`src/rtl/led_seq_pkg.sv`:
```
// ============================================================================
// Module      : led_seq_pkg
// Description : Shared constants and helpers for the LED sequence generator.
// Revision    : 1.0 - initial release
// ============================================================================
`default_nettype none

package led_seq_pkg;

  localparam int MODE_PINGPONG = 0;
  localparam int MODE_ALL      = 1;

  function automatic int unsigned period_of(input int unsigned step,
                                            input int unsigned base,
                                            input int unsigned step_inc);
    return base + step * step_inc;
  endfunction

  // The longest period minus one must fit in the period counter.
  function automatic bit params_ok(input int unsigned ch,
                                   input int unsigned cnt_w,
                                   input int unsigned steps,
                                   input int unsigned base,
                                   input int unsigned step_inc,
                                   input int unsigned on_time);
    bit              ok;
    longint unsigned max_p;
    ok = (ch >= 1) && (steps >= 1) && (on_time >= 1) && (on_time < base) &&
         (cnt_w >= 1) && (cnt_w <= 32);
    if (ok) begin
      max_p = 64'(base) + 64'(steps - 1) * 64'(step_inc);
      ok    = (max_p - 64'd1) < (64'd1 << cnt_w);
    end
    return ok;
  endfunction

endpackage

`default_nettype wire

```
`src/rtl/led_period_timer.sv`:
```
// ============================================================================
// Module      : led_period_timer
// Description : Period counter with end-of-period detection.
// Revision    : 1.0 - initial release
// ============================================================================
`default_nettype none

module led_period_timer #(
  parameter int CNT_W = 29
) (
  input  logic             clk,
  input  logic             rst_n,
  input  logic             clear,
  input  logic             pause,
  input  logic [CNT_W-1:0] period_len,
  output logic [CNT_W-1:0] cnt,
  output logic             period_last
);

  logic [CNT_W-1:0] r_cnt;
  logic             w_last;

  assign w_last = (r_cnt == period_len - CNT_W'(1));

  always_ff @(posedge clk) begin
    if (!rst_n || clear) begin
      r_cnt <= '0;
    end else if (!pause) begin
      r_cnt <= w_last ? '0 : r_cnt + CNT_W'(1);
    end
  end

  assign cnt         = r_cnt;
  assign period_last = w_last & ~pause;

endmodule

`default_nettype wire

```
`src/rtl/led_seq_gen.sv`:
```
// ============================================================================
// Module      : led_seq_gen
// Description : Multi-channel LED chaser stepping through a period table.
// Revision    : 1.0 - initial release
// ============================================================================
`default_nettype none

module led_seq_gen
  import led_seq_pkg::*;
#(
  parameter int          CH             = 4,
  parameter int          CNT_W          = 29,
  parameter int          STEPS          = 9,
  parameter int unsigned BASE           = 100_000_000,
  parameter int unsigned STEP_INC       = 50_000_000,
  parameter int unsigned ON_TIME        = 50_000_000,
  parameter bit          LED_ACTIVE_LOW = 1'b1,
  localparam int         SW             = (STEPS > 1) ? $clog2(STEPS) : 1
) (
  input  logic          clk,
  input  logic          rst_n,
  input  logic          en,
  input  logic          pause,
  input  logic [1:0]    mode,
  output logic [CH-1:0] led,
  output logic [SW-1:0] step,
  output logic          period_end
);

  localparam int            CW          = (CH > 1) ? $clog2(CH) : 1;
  localparam logic [SW-1:0] c_last_step = SW'(STEPS - 1);
  localparam logic [CW-1:0] c_last_ch   = CW'(CH - 1);
  localparam logic [CH-1:0] c_led_off   = {CH{LED_ACTIVE_LOW}};

  if (!params_ok(CH, CNT_W, STEPS, BASE, STEP_INC, ON_TIME)) begin : g_bad_params
    $error("led_seq_gen: invalid parameter set");
  end

  logic [SW-1:0]    r_step;
  logic             r_dir_up;
  logic [CW-1:0]    r_ch_idx;
  logic [1:0]       r_mode_q;
  logic [CH-1:0]    r_led;
  logic             r_period_end;

  logic [CNT_W-1:0] w_period;
  logic [CNT_W-1:0] w_cnt;
  logic             w_last;
  logic             w_on;
  logic [CH-1:0]    w_chase;
  logic [CH-1:0]    w_active;
  logic [SW-1:0]    w_step_next;
  logic             w_dir_next;

  assign w_period = CNT_W'(period_of(32'(r_step), BASE, STEP_INC));

  led_period_timer #(
    .CNT_W (CNT_W)
  ) u_timer (
    .clk         (clk),
    .rst_n       (rst_n),
    .clear       (~en),
    .pause       (pause),
    .period_len  (w_period),
    .cnt         (w_cnt),
    .period_last (w_last)
  );

  // Ping-pong turns around at either end without repeating the end value.
  always_comb begin
    w_step_next = r_step;
    w_dir_next  = r_dir_up;
    if (STEPS > 1) begin
      if (!r_mode_q[MODE_PINGPONG]) begin
        w_step_next = (r_step == c_last_step) ? '0 : r_step + SW'(1);
      end else if (r_dir_up) begin
        if (r_step == c_last_step) begin
          w_step_next = r_step - SW'(1);
          w_dir_next  = 1'b0;
        end else begin
          w_step_next = r_step + SW'(1);
        end
      end else begin
        if (r_step == '0) begin
          w_step_next = SW'(1);
          w_dir_next  = 1'b1;
        end else begin
          w_step_next = r_step - SW'(1);
        end
      end
    end
  end

  assign w_on = (w_cnt < CNT_W'(ON_TIME));

  always_comb begin
    w_chase = '0;
    for (int i = 0; i < CH; i++) begin
      w_chase[i] = (r_ch_idx == CW'(i));
    end
    if (!w_on) begin
      w_active = '0;
    end else if (r_mode_q[MODE_ALL]) begin
      w_active = '1;
    end else begin
      w_active = w_chase;
    end
  end

  always_ff @(posedge clk) begin
    if (!rst_n || !en) begin
      r_step       <= '0;
      r_dir_up     <= 1'b1;
      r_ch_idx     <= '0;
      r_led        <= c_led_off;
      r_period_end <= 1'b0;
      r_mode_q     <= mode;
    end else if (pause) begin
      r_period_end <= 1'b0;
    end else begin
      r_led        <= LED_ACTIVE_LOW ? ~w_active : w_active;
      r_period_end <= w_last;
      if (w_last) begin
        r_step   <= w_step_next;
        r_dir_up <= w_dir_next;
        r_ch_idx <= (r_ch_idx == c_last_ch) ? '0 : r_ch_idx + CW'(1);
        r_mode_q <= mode;
      end
    end
  end

  assign led        = r_led;
  assign step       = r_step;
  assign period_end = r_period_end;

endmodule

`default_nettype wire

```
`config.mk`:
```
export PLATFORM = sky130hd
export DESIGN_NAME = led_seq_gen
export DESIGN_NICKNAME = d
export VERILOG_FILES = /design/src/rtl/led_seq_pkg.sv /design/src/rtl/led_period_timer.sv /design/src/rtl/led_seq_gen.sv
export SDC_FILE = /design/constraint.sdc
export NUM_CORES = 1
export LEC_CHECK = 0
export BUFFER_PORTS_ARGS = -buffer_cell sky130_fd_sc_hd__buf_2
export CORE_ASPECT_RATIO = 1.2
export CORE_UTILIZATION = 60
export CTS_CLUSTER_SIZE = 20
export DETAILED_ROUTE_END_ITERATION = 12
export GPL_TIMING_DRIVEN = 0
export PLACE_DENSITY = 0.75
export SYNTH_ARGS = -nofsm -noshare
export SYNTH_HDL_FRONTEND = slang
export SYNTH_HIERARCHICAL = 1
export SYNTH_SLANG_ARGS = --single-unit
```
`constraint.sdc`:
```
create_clock -name clk -period 6.5 [get_ports clk]
set_clock_uncertainty 0.2 [all_clocks]
set_input_delay 0.325 -clock clk [delete_from_list [all_inputs] [get_ports clk]]
set_output_delay 0.325 -clock clk [all_outputs]
set_load 0.01 [all_outputs]
```
==> metrics.txt <==
multiplexer area fraction after synthesis=0.0144; die height=98.0 um; die area=8040 um^2; Reg area=893 um^2; Starting Density=0.626; vias per cell=5.86; Fin Hold WS=0.219 ns; Worst path max stage delay=0.73 ns; gp weighted congestion=0.918; Hold Fails Final Rpt=0; Post-Place Cell Area=4920 um^2; #FFs+latches synth=43; Port Buffer Count=14; RR Endpoint=step[1]$_SDFFE_PP0P_; largest family of logic cells by synthesized area=simple AND/OR/NAND/NOR gates; Iter 0 DRT Violations=185; Clk Latency, worst-skew pair=0.30 ns; Final setup viols=0; largest vdd supply drop=0.160 mV; MaxCap Viol Count=0; crit-path cells=fa_2 -> fa_2 -> inv_1 -> fa_2 -> nor2b_4 -> o2111ai_4 -> a311oi_2 -> nor2_2 -> xnor2_2 -> nor2_1 -> o31ai_2 -> xnor2_1 -> xnor2_2 -> nand3_1 -> o21ai_2 -> nand3_1 -> or4b_2 -> nor4_4 -> nand2b_1 -> buf_4 -> a31o_2 -> a221oi_1 -> a211oi_1; Mean Syn Cell Area=8.19 um^2; Most used DFF post-synth=dfxtp_1; Unique masters post-synth=72; Finished Layout Cells=723; critical path launch point type=flip-flop; synth warn=6; Fmax=159 MHz; dpl cells=700; layout cell share with drive strength beyond 1=0.152; final instance area=5340 um^2; ANT nets after route=0; Critical-path top delay cell=or4b_2; row count=34; CP required=6.48 ns; share of synthesized registers carrying an async set or reset=0; vias post-DR=4238; worst hold start=pause; total grt overflow=0; Post-synth EDFFs=2; Final #Nets=681; Netlist Area Pre-Place=4610 um^2; number of antenna diodes=0; gr usage total=0.299; Synth Area in Compound Gates=0.135; Synth Area in Simple Gates=0.299; first-pass GRT wire length=18500 um; post-synthesis adder-cell area fraction=0.130; number of global-route vias before repair=4040; worst setup path class=flip-flop to flip-flop; Slew Limit Fails=0; critical path arrival=6.25 ns; Hold/Removal Path Class=primary input to flip-flop; First-pass DRT Iterations=5; Pleak=2.02 nW; Reg2Reg Depth=23; R2R Setup Slk=0.23 ns; Seq/Total Area, Yosys=0.191; Worst-path clk slew=0.08 ns; Power Dens Cells=103 nW/um^2; outcome=finished clean; WHS Path Cells=4; Post-Route WL=11600 um; CP bufs+invs=2; initial antenna violation count=0; Setup WS pre-CTS=-0.621 ns; fillers=601; actual slew at the worst max-slew pin=0.685 ns; HPWL after DPL=9040 um; core box area=7360 um^2; Wirelength per Cell=16.1 um; Max-slew headroom=0.543; Finished Core Util=0.725; Clock Sink Count=43; CP Max Fanout=7; most used cell, CP=fa_2; CTS tree=built; largest net degree at the start of global routing=30; Layout area overhead=15.8%; DR DRC count=0; CP Capture Type=flip-flop; critical path's top delay family=simple AND/OR/NAND/NOR gates; worst hold endpoint=r_ch_idx[1]$_SDFFE_PP0P_; H-tree depth=2; min Tclk post-route=6.27 ns; Max Root-Sink Buffers=2; multi-input logic area=3790 um^2; CTS buffer count=5; Synth Area in XOR/XNOR=0.184; root buffer cell=clkbuf_8; IO Count=15; Final WS setup=0.229 ns; worst reg2reg path startpoint=step[1]$_SDFFE_PP0P_; Mapped Cells=563; Tcrit/Tclk final=0.965; die width=82.0 um
==> worst register-to-register path: stages (launching register included) <==
cell and delay [ns]:
dfxtp_4 0.38, fa_2 0.51, fa_2 0.59, inv_1 0.07, fa_2 0.42, nor2b_4 0.16, o2111ai_4 0.15, a311oi_2 0.38
nor2_2 0.10, xnor2_2 0.29, nor2_1 0.13, o31ai_2 0.22, xnor2_1 0.21, xnor2_2 0.18, nand3_1 0.12, o21ai_2 0.10
nand3_1 0.09, or4b_2 0.73, nor4_4 0.34, nand2b_1 0.12, buf_4 0.14, a31o_2 0.20, a221oi_1 0.21, a211oi_1 0.08
==> synth_stat cells (5+ instances only) <==
| cell type | number | area (um^2) |
|---|---|---|
| nand3_1 | 32 | 160 |
| and2_1 | 5 | 31.3 |
| nor2_1 | 42 | 158 |
| a221oi_1 | 5 | 43.8 |
| nand4_1 | 17 | 106 |
| nand2_1 | 38 | 143 |
| o21ai_0 | 12 | 60.1 |
| and3_1 | 5 | 31.3 |
| a211oi_1 | 6 | 45.0 |
| nand2b_1 | 5 | 31.3 |
| fa_1 | 8 | 160 |
| or4_1 | 7 | 52.6 |
| nor2b_1 | 5 | 31.3 |
| ha_1 | 35 | 438 |
| dfxtp_1 | 41 | 821 |
| xnor2_1 | 52 | 455 |
| a31oi_1 | 5 | 31.3 |
| inv_1 | 30 | 113 |
| nor4_1 | 13 | 81.3 |
| o211ai_1 | 6 | 45.0 |
| nor3_1 | 51 | 255 |
| xor2_1 | 38 | 333 |
| clkbuf_1 | 10 | 37.5 |
| a21oi_1 | 12 | 60.1 |
==> flip-flops by register name (all words and copies together), names as in the netlist <==
register and cells:
r_mode_q 2, led 4, period_end 1, r_dir_up 1, u_timer/cnt 29, step 4
r_ch_idx 2
==> report_power, final <==
group | switching [W] | internal, W | leakage, nW
registers | 0.00000252 | 0.000267 | 0.354
logic | 0.0000196 | 0.0000117 | 1.60
clock network | 0.0000930 | 0.000154 | 0.0654
total | 0.000115 | 0.000432 | 2.02
==> timing repair <==
action,in CTS,in global routing
hold buffers,2,0
pin swaps,1,12
endpoints found under the hold margin,2,0
setup endpoints to repair,28,10
cloned,0,0
gates resized for setup,15,24
setup buffers,0,13
==> worst max-delay path by stage <==
| stage | start | to | slack (ns) | cells after the start |
|---|---|---|---|---|
| global placement | step[0]$_SDFFE_PP0P_ | step[2]$_SDFFE_PP0P_ | -0.46 | 17 |
| global route | step[1]$_SDFFE_PP0P_ | step[1]$_SDFFE_PP0P_ | -0.02 | 23 |
| finish | step[1]$_SDFFE_PP0P_ | step[1]$_SDFFE_PP0P_ | 0.23 | 23 |
| floorplan | step[3]$_SDFFE_PP0P_ | step[3]$_SDFFE_PP0P_ | 0.60 | 22 |
| CTS | step[3]$_SDFFE_PP0P_ | step[3]$_SDFFE_PP0P_ | 0.04 | 23 |
| detailed placement | step[3]$_SDFFE_PP0P_ | step[3]$_SDFFE_PP0P_ | -0.62 | 20 |
==> routing by layer <==
metal	global-route usage	wire [um]	vias to the layer above
met5	0	0	-
met4	0.134	487	0
met3	0.0514	352	32
met2	0.515	6020	103
met1	0.352	4780	1956
li1	-	-	2147
==> cells in the final DEF (no fill, tap or decap), types with 5 or more instances in the layout <==
master	netlist	routed
xnor2_2	2	6
nand4_1	17	17
o211ai_1	6	6
or4_1	7	7
nand2_1	38	38
buf_2	2	16
a211oi_1	6	5
buf_4	1	14
nor2_1	42	40
nor3_1	51	51
nor4_1	13	11
a31oi_1	5	5
ha_1	35	34
nand2b_1	5	5
clkbuf_8	0	5
o21ai_0	12	11
clkbuf_1	10	10
and3_1	5	5
conb_1	1	34
dfxtp_1	41	37
fa_1	8	5
xor2_1	38	34
inv_1	30	29
xnor2_1	52	48
nand3_1	32	31
and2_1	5	5
a21oi_1	12	12
==> cells by family after synthesis <==
| group | after synthesis |
|---|---|
| other | 1 |
| buffers and inverters | 47 |
| DFF | 43 |
| adders and majority gates | 43 |
| muxes | 6 |
| xor gates and xnor gates | 93 |
| AOI/OAI and AO/OA | 80 |
| and+or+nand+nor | 250 |
==> area by class of cell <==
| class | instances | share of cell area |
|---|---|---|
| Multi-Input combinational cell | 506 | 0.710 |
| Clock inverter | 2 | 0.0113 |
| Tap cell | 90 | 0.0211 |
| Timing Repair Buffer | 29 | 0.0352 |
| Inverter | 30 | 0.0218 |
| Buffer | 17 | 0.0195 |
| Clock buffer | 6 | 0.0136 |
| Sequential cell | 43 | 0.167 |
==> per-stage QoR <==
step	TNS (ns)	power [W]
3_5_place_dp	-4.74	0.000305
2_1_floorplan	0	0.000297
3_3_place_gp	-3.71	0.000305
6_report	0	0.000547
5_1_grt	-0.0297	0.000567
4_1_cts	0	0.000550
No activity file was read; power rests on OpenSTA's default activity.
